[src/rtl/idexe_stage.sv]
// rtl/idexe_stage.sv - ID/EXE pipeline register with forwarding muxes, bubble injection and bubble counters
module idexe_stage #(
  parameter int WIDTH = 32,
  parameter int CNTW  = 16
) (
  input  logic             clk_i,
  input  logic             rst_i,
  input  logic [63:0]      id_ir,
  input  logic [WIDTH-1:0] id_pc,
  input  logic [1:0]       id_reg_write,
  input  logic [WIDTH-1:0] id_rd1,
  input  logic [WIDTH-1:0] id_rd2,
  input  logic [1:0]       hazard1,
  input  logic [1:0]       hazard2,
  input  logic [WIDTH-1:0] exe_result,
  input  logic [WIDTH-1:0] mem_result,
  input  logic             stall_i,
  input  logic             flush_i,
  input  logic             halt_i,
  output logic [63:0]      exe_ir,
  output logic [WIDTH-1:0] exe_pc,
  output logic [1:0]       exe_reg_write,
  output logic [WIDTH-1:0] exe_op1,
  output logic [WIDTH-1:0] exe_op2,
  output logic             flush_pending,
  output logic [CNTW-1:0]  stall_count,
  output logic [CNTW-1:0]  flush_count
);

  typedef enum logic [1:0] {
    RUN        = 2'd0,
    HOLD       = 2'd1,
    HOLD_FLUSH = 2'd2
  } state_t;

  state_t           state_q, state_d;
  logic [63:0]      ir_q, ir_d;
  logic [WIDTH-1:0] pc_q, pc_d;
  logic [1:0]       rw_q, rw_d;
  logic [WIDTH-1:0] op1_q, op1_d;
  logic [WIDTH-1:0] op2_q, op2_d;
  logic             pend_q, pend_d;
  logic [CNTW-1:0]  stall_cnt_q, stall_cnt_d;
  logic [CNTW-1:0]  flush_cnt_q, flush_cnt_d;

  logic [WIDTH-1:0] fwd_op1, fwd_op2;
  logic             do_load, do_bubble, inc_stall, inc_flush;

  // Forwarding muxes: 1 takes the MEM result, 2 the EXE result, 0 and 3 the register file
  always_comb begin
    fwd_op1 = id_rd1;
    fwd_op2 = id_rd2;
    case (hazard1)
      2'd1:    fwd_op1 = mem_result;
      2'd2:    fwd_op1 = exe_result;
      default: fwd_op1 = id_rd1;
    endcase
    case (hazard2)
      2'd1:    fwd_op2 = mem_result;
      2'd2:    fwd_op2 = exe_result;
      default: fwd_op2 = id_rd2;
    endcase
  end

  // Next-state and next-register computation; halt holds everything, a latched flush wins on release
  always_comb begin
    state_d   = state_q;
    do_load   = 1'b0;
    do_bubble = 1'b0;
    inc_stall = 1'b0;
    inc_flush = 1'b0;

    case (state_q)
      RUN, HOLD: begin
        if (halt_i) begin
          if (flush_i) begin
            state_d = HOLD_FLUSH;
          end else if (state_q == RUN) begin
            state_d = HOLD;
          end
        end else begin
          state_d = RUN;
          if (flush_i) begin
            do_bubble = 1'b1;
            inc_flush = 1'b1;
          end else if (stall_i) begin
            do_bubble = 1'b1;
            inc_stall = 1'b1;
          end else begin
            do_load = 1'b1;
          end
        end
      end
      HOLD_FLUSH: begin
        if (!halt_i) begin
          state_d   = RUN;
          do_bubble = 1'b1;
          inc_flush = 1'b1;
        end
      end
      default: state_d = RUN;
    endcase

    ir_d  = ir_q;
    pc_d  = pc_q;
    rw_d  = rw_q;
    op1_d = op1_q;
    op2_d = op2_q;
    if (do_bubble) begin
      ir_d  = '0;
      pc_d  = '0;
      rw_d  = '0;
      op1_d = '0;
      op2_d = '0;
    end else if (do_load) begin
      ir_d  = id_ir;
      pc_d  = id_pc;
      rw_d  = id_reg_write;
      op1_d = fwd_op1;
      op2_d = fwd_op2;
    end

    pend_d = (state_d == HOLD_FLUSH);

    stall_cnt_d = stall_cnt_q;
    flush_cnt_d = flush_cnt_q;
    if (inc_stall && (stall_cnt_q != {CNTW{1'b1}})) begin
      stall_cnt_d = stall_cnt_q + 1'b1;
    end
    if (inc_flush && (flush_cnt_q != {CNTW{1'b1}})) begin
      flush_cnt_d = flush_cnt_q + 1'b1;
    end
  end

  // State, pipeline and counter registers; reset discards any pending flush
  always_ff @(posedge clk_i or posedge rst_i) begin
    if (rst_i) begin
      state_q     <= RUN;
      ir_q        <= '0;
      pc_q        <= '0;
      rw_q        <= '0;
      op1_q       <= '0;
      op2_q       <= '0;
      pend_q      <= 1'b0;
      stall_cnt_q <= '0;
      flush_cnt_q <= '0;
    end else begin
      state_q     <= state_d;
      ir_q        <= ir_d;
      pc_q        <= pc_d;
      rw_q        <= rw_d;
      op1_q       <= op1_d;
      op2_q       <= op2_d;
      pend_q      <= pend_d;
      stall_cnt_q <= stall_cnt_d;
      flush_cnt_q <= flush_cnt_d;
    end
  end

  assign exe_ir        = ir_q;
  assign exe_pc        = pc_q;
  assign exe_reg_write = rw_q;
  assign exe_op1       = op1_q;
  assign exe_op2       = op2_q;
  assign flush_pending = pend_q;
  assign stall_count   = stall_cnt_q;
  assign flush_count   = flush_cnt_q;

endmodule

[config.mk]
export PLATFORM = sky130hd
export DESIGN_NAME = idexe_stage
export DESIGN_NICKNAME = d
export VERILOG_FILES = /design/src/rtl/idexe_stage.sv
export SDC_FILE = /design/constraint.sdc
export NUM_CORES = 1
export LEC_CHECK = 0
export ABC_CLOCK_PERIOD_IN_PS = 9000
export CAP_MARGIN = 10
export CORE_MARGIN = 2
export CORE_UTILIZATION = 30
export CTS_BUF_LIST = sky130_fd_sc_hd__clkbuf_8
export DETAILED_ROUTE_END_ITERATION = 8
export GPL_TIMING_DRIVEN = 1
export PLACE_DENSITY = 0.69
export SLEW_MARGIN = 20
export SYNTH_ARGS = -nofsm -noshare
export SYNTH_HDL_FRONTEND = slang
export SYNTH_SLANG_ARGS = --single-unit
[constraint.sdc]
create_clock -name clk_i -period 9 [get_ports clk_i]
set_input_delay 2.7 -clock clk_i [delete_from_list [all_inputs] [get_ports clk_i]]
set_output_delay 2.7 -clock clk_i [all_outputs]
set_load 0.03 [all_outputs]
==> metrics <==
outcome=complete, no violations; most common cell after layout, fill and taps aside=clkdlybuf4s50_1; Top delay family on crit path=buffers and inverters; die area=just under 0.03 mm^2; clk_skew=around 14 ps; Setup crit end kind=flip-flop; WL met2=14.5 mm; routed wire length per instance=between 15 and 20 um; gp weighted congestion=0.851; CTS tree=yes; ratio of final minimum period to clock period=between 50 and 60%; maximum buffer depth of the clock tree=2; R2R Path End=exe_pc[20]$_DFFE_PP0P_; Critical R2R Launch=state_q[1]$_DFF_PP0_; Placement Rows=just over 60; residual DRC count=0; register-to-register setup slack=6430 ps; Initial Util=30.6%; critical path type=in -> reg; Boundary Pins=430; peak supply drop=0.000110 V; Reg2Reg Depth=3; clock share of power=26.7%; H-tree Lvls=4; Layout Nets=1377; hold_sp=exe_op1[3]$_DFFE_PP0P_; Die Height=approximately 170 um; setup TNS=0 ps; required time worst endpoint=9370 ps; max cap viols=0; part of the Yosys area used for sequential elements=57.8%; first drt pass iteration count=6; # setup viols final=0; Hold Path Sink=exe_op1[3]$_DFFE_PP0P_; vias per cell=5.11; post-CTS setup repair buffer count=0; CTS sink cnt=197; worst min path class=reg -> reg; largest net degree at the start of global routing=around 130; Clock Pin Slew Worst Setup and Hold Paths=100 ps; Synth area leader=dfrtp_1; Max stage delay cell, worst path=buf_4; max_slew headroom=28.9%; WL met3=2.92 mm; Sw Share=approximately a third; PD cells=about 160 mW/mm^2; synthesized area=0.00853 mm^2; I/O Buffers=~430; layout cell share with drive strength beyond 1=~4.3%; Synth Area per Inst=11.5 um^2; vias in the first global route=8078; Synth Instances=745; most frequent cells in the layout=clkdlybuf4s50_1 (429), dfrtp_1 (197), a22o_1 (162), nand2_1 (73), o21ai_0 (67); Worst Path Max Fanout=83; GR Overflow Total=0; final hold vios=0; DRC marker count from the first detailed-route iteration=about 520; DR top layer=met4; clock latency on the worst-skew pair=approximately 450 ps; Core Util, Final=48.6%; post-route ant nets=0; cell internal pwr=1.47 mW; Final Max Slew Viols=0; Post-CTS Hold Buffers=0; # resized after CTS=0; PnR worst setup slack=4020 ps; share of the synthesized area in the top cell type=57.8%; Sequential Power Share=46.1%; Logic pwr share=27.3%; Switch Pwr=roughly 0.74 mW; RSZ-0062 raised after global routing=no; Highest Clock Rate=around 200 MHz; wl on met1=12.4 mm; syn_nets=986; wirelength, routed=30.5 mm; critical-path cell list=clkdlybuf4s50_1 > a21o_4 > buf_4 > a22o_1; total power=2.21 mW; total track usage=~20%; CTS Buf Count=17; synthesis-to-finish area growth=58.6%; Yosys reg bits=approximately 200; hpwl dp=21.5 mm; WP data arrival=5360 ps; synth top area cells=dfrtp_1 (58%), a22o_1 (17%), a22oi_1 (5.6%); root buf cell=clkbuf_8; LEAKAGE=5.73 nW; die width=between 150 and 200 um; Core ar.=0.0279 mm^2; actual slew at the worst max-slew pin=around 1100 ps; Hold WS=511 ps; Critical Path Max Stage Delay=830 ps; Ys Warns=0; Final min period=4980 ps; Worst Path Buf+Inv=2; Critical Path Start Type=primary input; antenna violations before repair=2; global-route wire length before repair=47.3 mm; Distinct cells, synth=37; hold path cells=1; Vias=7819; pre-CTS setup slack=3650 ps
## worst register-to-register path, delay by kind of cell, from the launching register on
family | cells | cell delay [ps]
compound gates | 2 | 1110
buf+inv | 1 | 900
flops | 1 | 490
## cell type report
class	count	area, um^2
fill	2557	14300
tap	378	473
clock buffer	17	234
multi-input combinational	477	3340
timing repair buffer	435	4340
clock inverter	15	170
sequential	197	4930
antenna	2	5.00
inverter	8	37.5
## registers in the layout, indices dropped and copies added, names as in the netlist
signal         count
exe_ir            64
exe_op1           32
exe_op2           32
exe_pc            32
exe_reg_write      2
flush_count       16
flush_pending      1
stall_count       16
state_q            2
## synthesized netlist by cell type
cell type	n
dfrtp_1	197
a22o_1	162
nand2_1	73
o21ai_0	67
a22oi_1	64
clkbuf_1	52
xor2_1	20
nand3_1	11
nor3_1	11
inv_1	8
a21oi_1	7
buf_2	7
nand4_1	7
nor2_1	7
ha_1	6
nor4_1	6
mux2_2	4
a21boi_0	3
and4_1	3
buf_1	3
nor3b_1	3
nor4b_1	3
xnor2_1	3
a21o_1	2
a31oi_1	2
nand2b_1	2
nor2b_1	2
a2111o_1	1
a2111oi_0	1
a2111oi_2	1
a211o_1	1
a211oi_1	1
buf_6	1
o21bai_1	1
or2_2	1
or3_1	1
or4b_4	1
## metal layers
metal  vias to the layer above  GRT usage [%]
li1                       3612              -
met1                      3776           24.7
met2                       397           33.2
met3                        34           7.15
met4                         0           6.52
met5                         -              0
## logic make-up after synthesis
logic type / share of synthesized area (%)
adder cells (fa/ha/maj): 0.880
flip-flops: 57.8
XOR/XNOR: 2.36
buffers and inverters: 3.31
AND/OR/NAND/NOR: 7.25
AO/OA/AOI/OAI: 27.9
multiplexers: 0.528
## power by group through the flow
stage	combinational, mW	sequential, mW	clock, mW
6_report	0.602	1.02	0.589
5_1_grt	0.641	1.03	0.645
4_1_cts	0.606	1.02	0.612
3_5_place_dp	0.604	1.03	0
3_3_place_gp	0.599	1.03	0
2_1_floorplan	0.163	1.16	0
## through the flow
step / std cells / instance area (um^2)
global placement: 1495 / 13100
CTS: 1527 / 13500
finish: 1529 / 13500
floorplan: 745 / 8530
detailed placement: 1495 / 13100
global route: 1528 / 13500
## how the worst max path moves through the flow
stage / startpoint / endpoint / slack [ps] / cells after the start
finish: halt_i / exe_pc[20]$_DFFE_PP0P_ / 4020 / 4
global route: halt_i / exe_op2[31]$_DFFE_PP0P_ / 3970 / 4
CTS: halt_i / exe_pc[20]$_DFFE_PP0P_ / 4150 / 4
detailed placement: halt_i / exe_pc[18]$_DFFE_PP0P_ / 3650 / 4
global placement: halt_i / exe_op1[21]$_DFFE_PP0P_ / 3650 / 4
floorplan: rst_i / exe_ir[0]$_DFFE_PP0P_ / 930 / 1
Power figures use the tool's default switching activity.
